### config.mk
export PLATFORM = sky130hd
export DESIGN_NAME = hazard_ctrl
export DESIGN_NICKNAME = d
export VERILOG_FILES = /design/src/rtl/hazard_pkg.sv /design/src/rtl/reg_use_decode.sv /design/src/rtl/hazard_ctrl.sv
export SDC_FILE = /design/constraint.sdc
export NUM_CORES = 1
export LEC_CHECK = 0
export ABC_CLOCK_PERIOD_IN_PS = 2100
export BUFFER_PORTS_ARGS = -buffer_cell sky130_fd_sc_hd__buf_2
export CORE_ASPECT_RATIO = 1.5
export CORE_MARGIN = 1.5
export CORE_UTILIZATION = 39
export DETAILED_ROUTE_END_ITERATION = 6
export MAX_ROUTING_LAYER = met4
export PLACE_DENSITY_LB_ADDON = 0.08
export SYNTH_ARGS = -nofsm -noshare
export SYNTH_HDL_FRONTEND = slang
export SYNTH_HIERARCHICAL = 1
export SYNTH_SLANG_ARGS = --single-unit
### constraint.sdc
create_clock -name clk_i -period 2.1 [get_ports clk_i]
set_input_delay 0.105 -clock clk_i [delete_from_list [all_inputs] [get_ports clk_i]]
set_output_delay 0.105 -clock clk_i [all_outputs]
set_load 0.1 [all_outputs]
### src/rtl/hazard_pkg.sv
// Shared opcode classes, sequencer state encoding and drain depth for hazard_ctrl.
package hazard_pkg;

  localparam logic [6:0] OP_RTYPE  = 7'b0110011;
  localparam logic [6:0] OP_ITYPE  = 7'b0010011;
  localparam logic [6:0] OP_LOAD   = 7'b0000011;
  localparam logic [6:0] OP_STORE  = 7'b0100011;
  localparam logic [6:0] OP_BRANCH = 7'b1100011;

  localparam logic [1:0] DRAIN_DEPTH = 2'd3;

  typedef enum logic [1:0] {
    RUN      = 2'd0,
    MEM_WAIT = 2'd1,
    DRAIN    = 2'd2,
    DONE     = 2'd3
  } state_e;

endpackage

### src/rtl/reg_use_decode.sv
// Opcode-class decode: which source register fields the instruction in ID reads.
module reg_use_decode
  import hazard_pkg::*;
(
  input  logic [6:0] opcode_i,
  output logic       uses_rs1_o,
  output logic       uses_rs2_o
);

  always_comb begin
    uses_rs1_o = 1'b0;
    uses_rs2_o = 1'b0;
    case (opcode_i)
      OP_RTYPE, OP_STORE, OP_BRANCH: begin
        uses_rs1_o = 1'b1;
        uses_rs2_o = 1'b1;
      end
      OP_ITYPE, OP_LOAD: uses_rs1_o = 1'b1;
      default: ;
    endcase
  end

endmodule

### src/rtl/hazard_ctrl.sv
// Pipeline sequencing controller: load-use stalls, branch flushes, memory waits, drain/halt.
// Optional performance counters are built only when PERF_CNT_EN is defined.
module hazard_ctrl
  import hazard_pkg::*;
(
  input  logic        clk_i,
  input  logic        rst_i,
  input  logic [31:0] instr_id_i,
  input  logic        ex_memread_i,
  input  logic [4:0]  ex_rd_i,
  input  logic        branch_taken_i,
  input  logic        mem_req_i,
  input  logic        mem_ack_i,
  output logic        pc_write_o,
  output logic        ifid_write_o,
  output logic        ifid_flush_o,
  output logic        idex_bubble_o,
  output logic        exmem_hold_o,
  output logic        halt_o,
  output logic [31:0] stall_cnt_o,
  output logic [31:0] flush_cnt_o
);

  state_e     state_q, state_d;
  logic [1:0] drain_q, drain_d;
  logic       uses_rs1, uses_rs2;
  logic       lu, mem_wait;

  reg_use_decode u_reg_use_decode (
    .opcode_i   (instr_id_i[6:0]),
    .uses_rs1_o (uses_rs1),
    .uses_rs2_o (uses_rs2)
  );

  assign lu = ex_memread_i && (ex_rd_i != 5'd0) &&
              ((uses_rs1 && (instr_id_i[19:15] == ex_rd_i)) ||
               (uses_rs2 && (instr_id_i[24:20] == ex_rd_i)));

  assign mem_wait = mem_req_i && !mem_ack_i;

  always_comb begin
    pc_write_o    = 1'b0;
    ifid_write_o  = 1'b0;
    ifid_flush_o  = 1'b0;
    idex_bubble_o = 1'b0;
    exmem_hold_o  = 1'b0;
    halt_o        = 1'b0;
    state_d       = state_q;
    drain_d       = drain_q;
    case (state_q)
      RUN: begin
        if (mem_wait) begin
          exmem_hold_o = 1'b1;
          state_d      = MEM_WAIT;
        end else if (lu) begin
          idex_bubble_o = 1'b1;
        end else if (branch_taken_i) begin
          ifid_flush_o = 1'b1;
          ifid_write_o = 1'b1;
          pc_write_o   = 1'b1;
        end else if (instr_id_i == 32'h0000_0000) begin
          state_d = DRAIN;
          drain_d = DRAIN_DEPTH;
        end else begin
          pc_write_o   = 1'b1;
          ifid_write_o = 1'b1;
        end
      end
      MEM_WAIT: begin
        exmem_hold_o = 1'b1;
        if (mem_ack_i) state_d = RUN;
      end
      DRAIN: begin
        idex_bubble_o = 1'b1;
        // The cycle that moves the last in-flight instruction out goes straight to DONE.
        if (mem_wait) begin
          exmem_hold_o = 1'b1;
        end else if (drain_q <= 2'd1) begin
          drain_d = '0;
          state_d = DONE;
        end else begin
          drain_d = drain_q - 2'd1;
        end
      end
      DONE: begin
        halt_o        = 1'b1;
        idex_bubble_o = 1'b1;
        ifid_flush_o  = 1'b1;
      end
      default: state_d = RUN;
    endcase
    if (!rst_i) begin
      pc_write_o    = 1'b0;
      ifid_write_o  = 1'b0;
      ifid_flush_o  = 1'b1;
      idex_bubble_o = 1'b1;
      exmem_hold_o  = 1'b0;
      halt_o        = 1'b0;
    end
  end

  always_ff @(posedge clk_i or negedge rst_i) begin
    if (!rst_i) begin
      state_q <= RUN;
      drain_q <= '0;
    end else begin
      state_q <= state_d;
      drain_q <= drain_d;
    end
  end

`ifdef PERF_CNT_EN
  logic [31:0] stall_cnt_q, stall_cnt_d;
  logic [31:0] flush_cnt_q, flush_cnt_d;

  // Flushes outside DONE can only come from a taken branch in RUN.
  always_comb begin
    stall_cnt_d = stall_cnt_q;
    flush_cnt_d = flush_cnt_q;
    if (!pc_write_o) stall_cnt_d = stall_cnt_q + 32'd1;
    if (ifid_flush_o && (state_q == RUN)) flush_cnt_d = flush_cnt_q + 32'd1;
  end

  always_ff @(posedge clk_i or negedge rst_i) begin
    if (!rst_i) begin
      stall_cnt_q <= '0;
      flush_cnt_q <= '0;
    end else begin
      stall_cnt_q <= stall_cnt_d;
      flush_cnt_q <= flush_cnt_d;
    end
  end

  assign stall_cnt_o = stall_cnt_q;
  assign flush_cnt_o = flush_cnt_q;
`else
  assign stall_cnt_o = '0;
  assign flush_cnt_o = '0;
`endif

endmodule

==> flow_summary.ini <==
[sta]
timing.final.ws_setup_ps = 190
whs_ps = 257
fmax_mhz = 524
hold_violations = 0
setup_viol = 0
slew_violations = 0
rsz0062_at_grt = no
fin_crit_sh = 0.909
finalClockSkew_ps = 0.444
finalCriticalPeriod_ps = 1910

[floorplanning]
fp.dieW_um = 47.1
die_h_um = 69.2
dieArea_mm2 = 0.00326
start_util = 0.417
std_cell_rows = 23
pin_count = 113
core-area_mm2 = 0.00273

[synthesis]
synthXorXnorAreaFrac = 0.0768
synth_compound_area_frac = 0.105
synth_edf_count = 0
yosysTopAreaCell = buf_4
yosys-top-cells-count = buf_4, nor4_1, xor2_1, inv_1, nor2_1
synth.cell_area_mm2 = 0.00114
synth_area_leaders = buf_4, dfrtp_1, ha_1, xor2_1, nor4_1
synth_top_family_by_area = buffers and inverters
synth_cells = 149
synth_most_common_cell = buf_4
synth.top_cell.area_share = 0.428
synth_simple_gate_area_frac = 0.170
ys_warn_count = 6
ys_seq_elements = 4
synth.avg_cell_area_um2 = 7.65
ys_seq_area_frac = 0.0878
synthArstFlopShare = 1.00
synth.mux.area_fraction = 0.0351
ys_types = 34
synthFlopType = dfrtp_1
synth_fa_ha_area_frac = 0.0659

[detailed_routing]
firstDrtPassIters = 4
routed_wl_um = 2360
route.detailed.drc = 0
wl_per_cell_um = 10.0
vias = 1003
ant_nets = 0
dr.first_iter.drc_count = 16
routed_via_density = 4.27

[place]
io_buffer_count = 48
place_congestion = 0.834
place_ws_ps = 196
dp_hpwl_um = 2110

[cells_and_area]
antenna_cells = 0
final_layout_size_suffix_gt1_frac = 0.288
nNetsFinal = 249
area_growth_syn_to_layout_pct = 12.1
fillCellCount = 290

[worst_hold_path]
hold_class = in2async

[clock_tree]
root_buffer = clkbuf_8
clockBufferDepth = 2
cts_tree = yes
clkTransAtPathRegs_ps = 30
cts_sinks = 4
h-tree-depth = 1
insertion_delay_ps = 210
cts_made_buffers = 3

[power_and_ir_drop]
vdd_drop_max_mv = 0.923
p_per_area_mw_per_mm2 = 1240
p_leak_nw = 0.737

[critical_path]
crit_path_start_kind = register
path_class = reg2out
cp-end-kind = primary output
crit_fanout = 7
crit_arrival_ps = 1800
worst_ep_required_time_ps = 2000

[global_routing]
grt_overflow = 0
grt_max_degree = 10
antenna_found_initial = 0
grt_pass1_wl_um = 3680
grt_use_total = 0.149
first_global_vias = 973

[status]
status = finished clean

[run]
drv_cap = 0
path summary, 6_finish.rpt:
check / startpoint / end / slack, ps / cells after the start
worst max-delay path: state_q[0] / pc_write_o / 190 / 5
worst min-delay path: rst_i / drain_q[1] / 260 / 2
worst max register to register: state_q[0] / drain_q[0] / 430 / 5
worst min register to register: drain_q[1] / drain_q[1] / 570 / 1
max in group asynchronous: rst_i / state_q[1] / 1690 / 2
min in group clk_i: mem_req_i / drain_q[0] / 390 / 4
layout make-up:
cell class / count / area (µm²) / share of cell area
flip-flops and latches: 4 / 100 / 0.0784
well taps: 37 / 46.3 / 0.0362
repair buffers: 49 / 280 / 0.219
clock buffers: 3 / 41.3 / 0.0323
inverters: 7 / 26.3 / 0.0206
multi-input cells: 135 / 783 / 0.613
metrics by stage:
stage | setup TNS, ps | total power [mW] | util | area [µm²] | std cells
after floorplan | -58.3 | 1.31 | - | 1400 | 212
after global placement | 0 | 1.40 | 0.449 | 1230 | 231
after detailed placement | 0 | 1.42 | 0.449 | 1230 | 231
after CTS | 0 | 1.58 | 0.467 | 1280 | 235
after global routing | 0 | 1.68 | 0.467 | 1280 | 235
final | 0 | 1.58 | 0.467 | 1280 | 235
worst max-delay path: stages (launching register included):
cell and delay, ps:
dfrtp_1 420, inv_1 160, ha_1 290, nand4_1 170, nor2_4 120, buf_2 430
cells by family (layout without fill, tap and decap cells):
| group | after synthesis | after routing |
|---|---|---|
| other cells | 1 | 64 |
| flops | 4 | 4 |
| fa+ha+maj | 6 | 6 |
| mux | 4 | 4 |
| buf+inv | 73 | 59 |
| simple gates | 34 | 34 |
| xor+xnor | 10 | 10 |
| compound gates | 17 | 17 |
state kept, by name, indices dropped and copies added (netlist names):
name	count
state_q	2
drain_q	2
layer usage:
| metal | vias up | wire [µm] | global-route usage |
|---|---|---|---|
| li1 | 475 | - | - |
| met1 | 463 | 843 | 0.139 |
| met2 | 62 | 1340 | 0.274 |
| met3 | 3 | 164 | 0.0234 |
| met4 | 0 | 8 | 0.0617 |
| met5 | - | 0 | - |
cells in the final DEF (no fill, tap or decap), drive strengths merged:
| cell | count |
|---|---|
| a2111oi | 1 |
| a211o | 2 |
| a21boi | 2 |
| a21o | 1 |
| a21oi | 3 |
| a221oi | 1 |
| a22o | 1 |
| a31oi | 1 |
| and2 | 2 |
| and2b | 1 |
| and3 | 1 |
| and4bb | 1 |
| buf | 48 |
| clkbuf | 3 |
| conb | 64 |
| dfrtp | 4 |
| dlygate4sd3 | 1 |
| ha | 6 |
| inv | 7 |
| mux2i | 4 |
| nand2 | 4 |
| nand2b | 1 |
| nand3 | 2 |
| nand4 | 3 |
| nor2 | 7 |
| nor4 | 9 |
| o21ai | 3 |
| o21bai | 1 |
| o41ai | 1 |
| or3 | 2 |
| or4 | 1 |
| xnor2 | 2 |
| xor2 | 8 |
power by group:
group	switching (mW)	leakage [nW]	internal [mW]
clock	0.0365	0.0216	0.122
combinational	1.00	0.666	0.277
sequential	0.0337	0.0500	0.109
total	1.07	0.737	0.508
what timing repair did:
action | CTS | global route
endpoints found under the setup margin | 0 | 1
hold endpoints to repair | 4 | 0
hold buffers | 1 | 0
resized for setup | 0 | 1
setup buffers | 0 | 0
Power figures use the tool's default switching activity.
